## src/rtl/id_ex_issue_pkg.sv

```systemverilog
// Shared constants for the ID/EX issue stage: datapath widths and ALU opcode encodings.
package id_ex_issue_pkg;

    localparam int unsigned XLEN_DEF   = 32;
    localparam int unsigned REG_AW_DEF = 5;
    localparam int unsigned OP_W_DEF   = 4;

    typedef enum logic [OP_W_DEF-1:0] {
        ALU_ADD    = 4'd0,
        ALU_SUB    = 4'd1,
        ALU_SLL    = 4'd2,
        ALU_SLT    = 4'd3,
        ALU_SLTU   = 4'd4,
        ALU_XOR    = 4'd5,
        ALU_SRL    = 4'd6,
        ALU_SRA    = 4'd7,
        ALU_OR     = 4'd8,
        ALU_AND    = 4'd9,
        ALU_PASS_B = 4'd10
    } alu_op_e;

endpackage

```

## src/rtl/id_ex_issue_operand_fwd.sv

```systemverilog
// Single-source operand forwarding mux: EX/MEM over MEM/WB over stored data, x0 forced to zero.
module operand_fwd
    import id_ex_issue_pkg::*;
#(
    parameter int unsigned XLEN   = XLEN_DEF,
    parameter int unsigned REG_AW = REG_AW_DEF
) (
    input  logic [REG_AW-1:0] rs,
    input  logic [XLEN-1:0]   stored,
    input  logic [REG_AW-1:0] exmem_rd,
    input  logic              exmem_reg_write,
    input  logic              exmem_mem_read,
    input  logic [XLEN-1:0]   exmem_result,
    input  logic [REG_AW-1:0] memwb_rd,
    input  logic              memwb_reg_write,
    input  logic [XLEN-1:0]   memwb_result,
    output logic [XLEN-1:0]   value,
    output logic              memwb_hit,
    output logic              load_hazard
);

    logic exmem_hit;

    always_comb begin
        exmem_hit   = exmem_reg_write && (rs != '0) && (exmem_rd == rs);
        memwb_hit   = memwb_reg_write && (rs != '0) && (memwb_rd == rs);
        load_hazard = exmem_hit && exmem_mem_read;
        value       = stored;
        if (rs == '0)
            value = '0;
        else if (exmem_hit)
            value = exmem_result;
        else if (memwb_hit)
            value = memwb_result;
    end

endmodule

```

## src/rtl/id_ex_issue.sv

```systemverilog
// ID/EX pipeline register with operand forwarding, load-use detection and valid/ready issue to the ALU.
module id_ex_issue
    import id_ex_issue_pkg::*;
#(
    parameter int unsigned XLEN   = XLEN_DEF,
    parameter int unsigned REG_AW = REG_AW_DEF,
    parameter int unsigned OP_W   = OP_W_DEF
) (
    input  logic              clk,
    input  logic              rst_n,
    input  logic              flush,
    input  logic              id_valid,
    output logic              id_ready,
    input  logic [XLEN-1:0]   id_pc,
    input  logic [REG_AW-1:0] id_rs1,
    input  logic [REG_AW-1:0] id_rs2,
    input  logic [XLEN-1:0]   id_rs1_data,
    input  logic [XLEN-1:0]   id_rs2_data,
    input  logic [XLEN-1:0]   id_imm,
    input  logic              id_use_pc,
    input  logic              id_use_imm,
    input  logic [OP_W-1:0]   id_alu_op,
    input  logic [REG_AW-1:0] id_rd,
    input  logic              id_reg_write,
    input  logic [REG_AW-1:0] exmem_rd,
    input  logic              exmem_reg_write,
    input  logic              exmem_mem_read,
    input  logic [XLEN-1:0]   exmem_result,
    input  logic [REG_AW-1:0] memwb_rd,
    input  logic              memwb_reg_write,
    input  logic [XLEN-1:0]   memwb_result,
    output logic              ex_valid,
    input  logic              ex_ready,
    output logic [XLEN-1:0]   ex_in1,
    output logic [XLEN-1:0]   ex_in2,
    output logic [OP_W-1:0]   ex_alu_op,
    output logic [XLEN-1:0]   ex_store_data,
    output logic [REG_AW-1:0] ex_rd,
    output logic              ex_reg_write,
    output logic [XLEN-1:0]   ex_pc,
    output logic              load_use_stall
);

    logic              valid_q;
    logic [XLEN-1:0]   pc_q, imm_q, d1_q, d2_q;
    logic [REG_AW-1:0] rs1_q, rs2_q, rd_q;
    logic              use_pc_q, use_imm_q, rw_q;
    logic [OP_W-1:0]   op_q;

    logic [XLEN-1:0]   fwd1, fwd2;
    logic              wb_hit1, wb_hit2, haz1, haz2;
    logic              fire_ex, capture, id_wb1, id_wb2;

    operand_fwd #(.XLEN(XLEN), .REG_AW(REG_AW)) u_fwd1 (
        .rs(rs1_q), .stored(d1_q),
        .exmem_rd(exmem_rd), .exmem_reg_write(exmem_reg_write),
        .exmem_mem_read(exmem_mem_read), .exmem_result(exmem_result),
        .memwb_rd(memwb_rd), .memwb_reg_write(memwb_reg_write), .memwb_result(memwb_result),
        .value(fwd1), .memwb_hit(wb_hit1), .load_hazard(haz1)
    );

    operand_fwd #(.XLEN(XLEN), .REG_AW(REG_AW)) u_fwd2 (
        .rs(rs2_q), .stored(d2_q),
        .exmem_rd(exmem_rd), .exmem_reg_write(exmem_reg_write),
        .exmem_mem_read(exmem_mem_read), .exmem_result(exmem_result),
        .memwb_rd(memwb_rd), .memwb_reg_write(memwb_reg_write), .memwb_result(memwb_result),
        .value(fwd2), .memwb_hit(wb_hit2), .load_hazard(haz2)
    );

    // rs2 is always hazard-checked so stores see a correct ex_store_data.
    assign load_use_stall = valid_q && (haz1 || haz2);
    assign ex_valid       = valid_q && !load_use_stall;
    assign fire_ex        = ex_valid && ex_ready;
    assign id_ready       = !flush && (!valid_q || fire_ex);
    assign capture        = id_valid && id_ready;

    assign id_wb1 = memwb_reg_write && (id_rs1 != '0) && (memwb_rd == id_rs1);
    assign id_wb2 = memwb_reg_write && (id_rs2 != '0) && (memwb_rd == id_rs2);

    assign ex_in1        = use_pc_q ? pc_q : fwd1;
    assign ex_in2        = use_imm_q ? imm_q : fwd2;
    assign ex_store_data = fwd2;
    assign ex_alu_op     = op_q;
    assign ex_rd         = rd_q;
    assign ex_reg_write  = rw_q;
    assign ex_pc         = pc_q;

    always_ff @(posedge clk or negedge rst_n) begin
        if (!rst_n) begin
            valid_q   <= 1'b0;
            pc_q      <= '0;
            imm_q     <= '0;
            d1_q      <= '0;
            d2_q      <= '0;
            rs1_q     <= '0;
            rs2_q     <= '0;
            rd_q      <= '0;
            use_pc_q  <= 1'b0;
            use_imm_q <= 1'b0;
            rw_q      <= 1'b0;
            op_q      <= '0;
        end else if (flush) begin
            valid_q <= 1'b0;
        end else if (capture) begin
            valid_q   <= 1'b1;
            pc_q      <= id_pc;
            imm_q     <= id_imm;
            d1_q      <= id_wb1 ? memwb_result : id_rs1_data;
            d2_q      <= id_wb2 ? memwb_result : id_rs2_data;
            rs1_q     <= id_rs1;
            rs2_q     <= id_rs2;
            rd_q      <= id_rd;
            use_pc_q  <= id_use_pc;
            use_imm_q <= id_use_imm;
            rw_q      <= id_reg_write;
            op_q      <= id_alu_op;
        end else if (fire_ex) begin
            valid_q <= 1'b0;
        end else if (valid_q) begin
            // Absorb writebacks while held so the value outlives the forwarding window.
            if (wb_hit1)
                d1_q <= memwb_result;
            if (wb_hit2)
                d2_q <= memwb_result;
        end
    end

endmodule

```

## config.mk

```make
export PLATFORM = sky130hd
export DESIGN_NAME = id_ex_issue
export DESIGN_NICKNAME = d
export VERILOG_FILES = /design/src/rtl/id_ex_issue_pkg.sv /design/src/rtl/id_ex_issue_operand_fwd.sv /design/src/rtl/id_ex_issue.sv
export SDC_FILE = /design/constraint.sdc
export NUM_CORES = 1
export LEC_CHECK = 0
export BUFFER_PORTS_ARGS = -buffer_cell sky130_fd_sc_hd__buf_2
export CAP_MARGIN = 0
export CELL_PAD_IN_SITES_DETAIL_PLACEMENT = 1
export CELL_PAD_IN_SITES_GLOBAL_PLACEMENT = 1
export CORE_ASPECT_RATIO = 0.5
export CORE_MARGIN = 4
export CORE_UTILIZATION = 35
export DETAILED_ROUTE_END_ITERATION = 16
export GPL_TIMING_DRIVEN = 0
export HOLD_SLACK_MARGIN = 0.08
export PLACE_DENSITY_LB_ADDON = 0.1
export SKIP_LAST_GASP = 1
export SYNTH_ARGS = -nofsm -noshare
export SYNTH_HDL_FRONTEND = slang
export SYNTH_SLANG_ARGS = --single-unit
```

## constraint.sdc

```tcl
create_clock -name clk -period 3.5 [get_ports clk]
set_clock_uncertainty 0.15 [all_clocks]
set_input_delay 0.525 -clock clk [delete_from_list [all_inputs] [get_ports clk]]
set_output_delay 0.525 -clock clk [all_outputs]
set_load 0.03 [all_outputs]
```

; ---- Yosys cells after proc, flatten, opt, wreduce, memory -nomap -nowiden
; Cells that the tools add are included.
[totals]
output_inout_bits = 141
register_bits = 151
inputBits = 232
wordCells = 73
[classes]
muxes = 19
eq_ne = 7
bitwise = 1
reduce_logical = 34
[ops]
columns = cell, n
row1 = 32-bit 2-to-1 mux, 16
row2 = 5-bit equality test, 6
row3 = 5-bit nonzero test, 4
row4 = 1-bit logical AND, 19
row5 = 5-bit zero test, 2
row6 = 1-bit zero test, 3
row7 = 1-bit 2-to-1 mux, 3
row8 = 3-bit AND reduction, 1
row9 = 3-bit nonzero test, 1
row10 = 1-bit logical OR, 2
row11 = "2-bit by 1-bit inequality test with 1-bit output, second input constant", 1
row12 = 2-bit AND reduction, 1
row13 = 2-bit nonzero test, 1
row14 = 1-bit NOT, 1

; ---- Longest topological paths before layout
[logic_depth]
depth_word = 14
depth_mapped = 10
mapped_depth_nobuf = 8

; ---- By module
; A second synthesis with hierarchy kept.
[hier_totals]
cells_unflattened = 1110
area_unflattened_um2 = 9527.9
[modules_own_cells]
columns = mod, cells_each, n_inst, area_each_um2, seq_area_each_um2
row1 = id_ex_issue, 694, 1, 7123.1, 3778.6
row2 = operand_fwd, 208, 2, 1202.4, 0.0

; ---- Least setup slack after synthesis
; No wires, ideal clock.
[synth_timing]
path_kind = input port to output port
from = input port memwb_rd[4]
to = output port ex_in2[10]
setup_slack_ns = -0.215
t_required_ns = 2.825
cell_stages = 8
arrival_time_ns = 3.040
n_path_buf = 2
cell_sequence = clkbuf_1 xnor2_1 nand4_1 nor4_4 buf_2 mux2i_1 a211oi_1 mux2_2
[synth_via]
elab_chain_cells = 6
[synth_lines]
columns = item, line_no
row1 = "start, declared", id_ex_issue.sv:29  ; input logic [REG_AW-1:0] memwb_rd,
row2 = 5-bit equality test, id_ex_issue_operand_fwd.sv:26  ; memwb_hit = memwb_reg_write && (rs != '0) && (memwb_rd == rs);
row3 = 1-bit logical AND, id_ex_issue_operand_fwd.sv:26
row4 = 32-bit 2-to-1 mux, id_ex_issue_operand_fwd.sv:33  ; else if (memwb_hit)
row5 = 32-bit 2-to-1 mux, id_ex_issue_operand_fwd.sv:31  ; else if (exmem_hit)
row6 = 32-bit 2-to-1 mux, id_ex_issue_operand_fwd.sv:29  ; if (rs == '0)
row7 = via ex_store_data[10], id_ex_issue.sv:37  ; output logic [XLEN-1:0] ex_store_data,
row8 = 32-bit 2-to-1 mux, id_ex_issue.sv:81  ; assign ex_in2 = use_imm_q ? imm_q : fwd2;
row9 = "end, declared", id_ex_issue.sv:35  ; output logic [XLEN-1:0] ex_in2,
; The timed path passes the listed nets, and every way through them passes these cells.

; ---- Worst setup path in the final report
[layout_timing]
from = register rs2_q[2]
to = output port ex_in2[19]
[layout_via]
elab_chain_cells = 7
word_cells_on_any_way = 12
cone_classes = eq/ne: 2 / mux: 4 / reduce/logical: 6
[layout_lines]
columns = item, line_no
row1 = "start, declared", id_ex_issue.sv:46  ; logic [REG_AW-1:0] rs1_q, rs2_q, rd_q;
row2 = "start signal, assigned", id_ex_issue.sv:111  ; rs2_q <= id_rs2;
row3 = 5-bit nonzero test, "id_ex_issue_operand_fwd.sv:25, id_ex_issue_operand_fwd.sv:26"
row4 = 1-bit logical AND (2 in a row), id_ex_issue_operand_fwd.sv:26
row5 = 32-bit 2-to-1 mux, id_ex_issue_operand_fwd.sv:33
row6 = 32-bit 2-to-1 mux, id_ex_issue_operand_fwd.sv:31
row7 = 32-bit 2-to-1 mux (*), id_ex_issue_operand_fwd.sv:29
row8 = 32-bit 2-to-1 mux (*), id_ex_issue.sv:81
; Every way passes the cells marked *; elsewhere a longest branch is shown, timed or not.

==> results.sh <==
export IMPL_status="complete, but fails checks"
export IMPL_violations="negative setup slack"
export IMPL_seq_area_frac_synth=0.411
export IMPL_powerDensity_nw_per_um2=569
export IMPL_drt_wl_total_um=41400
export IMPL_synthCells=999
export IMPL_drv_slew=0
export IMPL_ys_async_sr_fraction=1.00
export IMPL_ys_ff_latch=151
export IMPL_p_total_uw=7660
export IMPL_worstSetupEndpointType="output pin"
export IMPL_netlist_area_um2=9190
export IMPL_core_area_um2=25500
export IMPL_synth_edf_count=0
export IMPL_seq_area_um2=3780
export IMPL_slew_limit_headroom=0.170
export IMPL_stdcell_area_um2=13400
export IMPL_wl_per_cell_um=23.3
export IMPL_hp_class="input pin to flip-flop"
export IMPL_start_util=0.361
export IMPL_port_buffers=371
export IMPL_seqPwrFrac=0.296
export IMPL_drcViolationCount=0
export IMPL_vias_per_cell=5.30
export IMPL_critPathMaxFanout=10
export IMPL_insertion_delay_ns=0.45
export IMPL_nNetsFinal=1647
export IMPL_finalCriticalPeriod_ns=3.51
export IMPL_dpl_instance_area_um2=11700
export IMPL_drt_initial_drc_count=548
export IMPL_finalHoldViolCount=0
export IMPL_multi_input_area_um2=5690
export IMPL_die_area_um2=29100
export IMPL_layoutNonFillerInstCount=1779
export IMPL_synth_most_common_cell="nand2_1"
export IMPL_final_setup_tns_ns=-0.0277
export IMPL_grt_pass1_wl_um=60600
export IMPL_post_place_cells=1715
export IMPL_nFillCells=2999
export IMPL_yosys_area_top_type_share=0.411
export IMPL_die_h_um=123
export IMPL_worst_slew_pin_slew_ns=1.25
export IMPL_first_global_vias=10100
export IMPL_vias=9423
export IMPL_leakage_uw=0.00638
export IMPL_clk_path_buf_depth=2
export IMPL_combPwrFrac=0.426
export IMPL_pwr_share_clk=0.277
export IMPL_grt_total_usage=0.276
export IMPL_cts_buffers=17
export IMPL_antenna_left=0
export IMPL_dp_hpwl_um=30900
export IMPL_drt_first_pass_iters=5
export IMPL_ir_worst_vdd_v=0.000395
export IMPL_fin_crit_sh=1.00
export IMPL_path_clk_slew_ns=0.07
export IMPL_drive_above_1_share=0.471
export IMPL_sw_frac_of_total=0.386
export IMPL_ys_types=41
export IMPL_ys_warn_count=0
export IMPL_htree_levels=4
export IMPL_die_w_um=237
export IMPL_placementRows=41
export IMPL_cts_sinks=151
export IMPL_rsz0062_at_grt="yes"
export IMPL_fmax_mhz=285
export IMPL_drv_cap=0
export IMPL_yosys_top_cells_area="dfrtp_1 (41%), nand2_1 (12%), mux2i_1 (9.8%)"
export IMPL_worst_slack_ns=-0.0125
export IMPL_worstSetupPathType="flip-flop to output pin"
export IMPL_cts_root_buffer="clkbuf_16"
export IMPL_synth_area_leader_cell="dfrtp_1"
export IMPL_cp_slowest_cell="or4_4"
export IMPL_cpMostUsedCell="buf_6"
export IMPL_crit_arrival_ns=2.84
export IMPL_p_int_uw=4700
export IMPL_critPathMaxStageDelay_ns=0.54
export IMPL_antenna_found_initial=8
export IMPL_gp_congestion=0.890
export IMPL_ys_flop_type="dfrtp_1"
export IMPL_grt_max_degree=78
export IMPL_path_cells="or4_4 -> nor2_4 -> nor4_4 -> buf_6 -> buf_12 -> mux2i_1 -> a211oi_2 -> mux2_4 -> buf_6"
export IMPL_synth_area_per_cell_um2=9.20
export IMPL_area_growth_pct=46.3
export IMPL_switching_power_uw=2960
export IMPL_grt_overflow_total=0
export IMPL_io_pins=373
export IMPL_cts_tree="done"
export IMPL_cp_start_kind="flip-flop"
export IMPL_setup_viol=4
export IMPL_synthesis_nets=1231
export IMPL_cp_required_ns=2.82
export IMPL_synth_commonest_cells="nand2_1 (288), dfrtp_1 (151), mux2i_1 (90), nor2_1 (68), a21oi_1 (41)"
flip-flops by register name, indices dropped and copies added, names as in the netlist:
name / flops
ex_pc: 32
imm_q: 32
valid_q: 1
d2_q: 32
ex_reg_write: 1
d1_q: 32
use_imm_q: 1
rs1_q: 5
use_pc_q: 1
rs2_q: 5
ex_rd: 5
ex_alu_op: 4
area by class of cell:
type | count | share of cell area
diodes | 7 | 0.00130
plain buffers | 75 | 0.0434
clock buffers | 24 | 0.0358
clock inverters | 8 | 0.0125
inverters | 3 | 0.000837
multi-input cells | 768 | 0.423
flip-flops and latches | 151 | 0.281
well taps | 344 | 0.0320
repair buffers | 399 | 0.170
worst paths after layout:
kind                            slack, ns  cells past startpoint                startpoint                        to
worst max-delay path                -0.01                      9      rs2_q[2]$_DFFE_PN0P_                ex_in2[19]
worst min register to register       0.32                      2  ex_reg_write$_DFFE_PN0P_  ex_reg_write$_DFFE_PN0P_
max in group asynchronous            1.81                      3                     rst_n      rs2_q[4]$_DFFE_PN0P_
min in group asynchronous            0.50                      2                     rst_n     imm_q[17]$_DFFE_PN0P_
worst max register to register       0.36                      9      rs1_q[2]$_DFFE_PN0P_       d1_q[0]$_DFFE_PN0P_
worst min-delay path                 0.11                      3                 id_pc[19]     ex_pc[19]$_DFFE_PN0P_
kinds of logic (layout without fill, tap and decap cells):
logic type,count (synthesis),count (layout),share of synthesized area
AND/OR/NAND/NOR,412,412,0.189
flip-flops,151,151,0.411
multiplexers,154,154,0.185
other,0,7,0
XOR/XNOR,28,28,0.0267
buffers and inverters,80,509,0.0440
AO/OA/AOI/OAI,174,174,0.144
worst max-delay path: cells and delay by family (launching register included):
kind,cells,cell delay (ns)
buffers and inverters,3,0.43
AOI/OAI and AO/OA,1,0.38
muxes,2,0.36
DFF,1,0.45
and+or+nand+nor,3,0.77
power groups by stage:
stage	sequential (uW)	clock (uW)	combinational (uW)
3_5_place_dp	2270	0	2860
3_3_place_gp	2240	0	2800
5_1_grt	2310	2220	3460
6_report	2270	2120	3260
2_1_floorplan	2360	0	1790
4_1_cts	2240	2160	3060
per-stage QoR:
| step | util | hold WS, ns | worst slack (ns) |
|---|---|---|---|
| floorplan | - | 0.0794 | 0.0941 |
| global placement | 0.456 | 0.302 | -0.840 |
| detailed placement | 0.458 | 0.310 | -0.412 |
| CTS | 0.504 | 0.0853 | -0.0394 |
| global route | 0.527 | 0.105 | -0.0987 |
| finish | 0.528 | 0.106 | -0.0125 |
repair_timing:
| action | CTS | global route |
|---|---|---|
| endpoints found under the hold margin | 76 | 0 |
| hold buffers | 1 | 0 |
| buffers inserted | 16 | 9 |
| gates resized for setup | 118 | 126 |
| cloned | 0 | 2 |
| setup endpoints to repair | 97 | 68 |
| pin swaps | 21 | 24 |
per-layer routing:
layer  global-route usage  vias to the layer above  part of all wire
met5                    0                        -           0.00036
met4               0.0849                        4             0.020
met3               0.0595                       57             0.049
met2                0.455                      246              0.48
met1                0.370                     4816              0.45
li1                     -                     4300                 -
placed cells by master (no fill, tap or decap), types with 26 or more instances in the layout:
cell	Yosys	layout
o21ai_1	26	26
mux2_4	22	37
or2_2	32	32
a21oi_1	41	26
a22o_1	32	32
buf_4	0	43
mux2i_1	90	59
buf_2	23	346
clkbuf_1	34	30
a211oi_2	0	27
o221a_1	30	30
nand2_1	288	288
nor2_1	68	56
dfrtp_1	151	146
buf_6	10	28
Note: power is estimated with default switching activity, not from simulation.
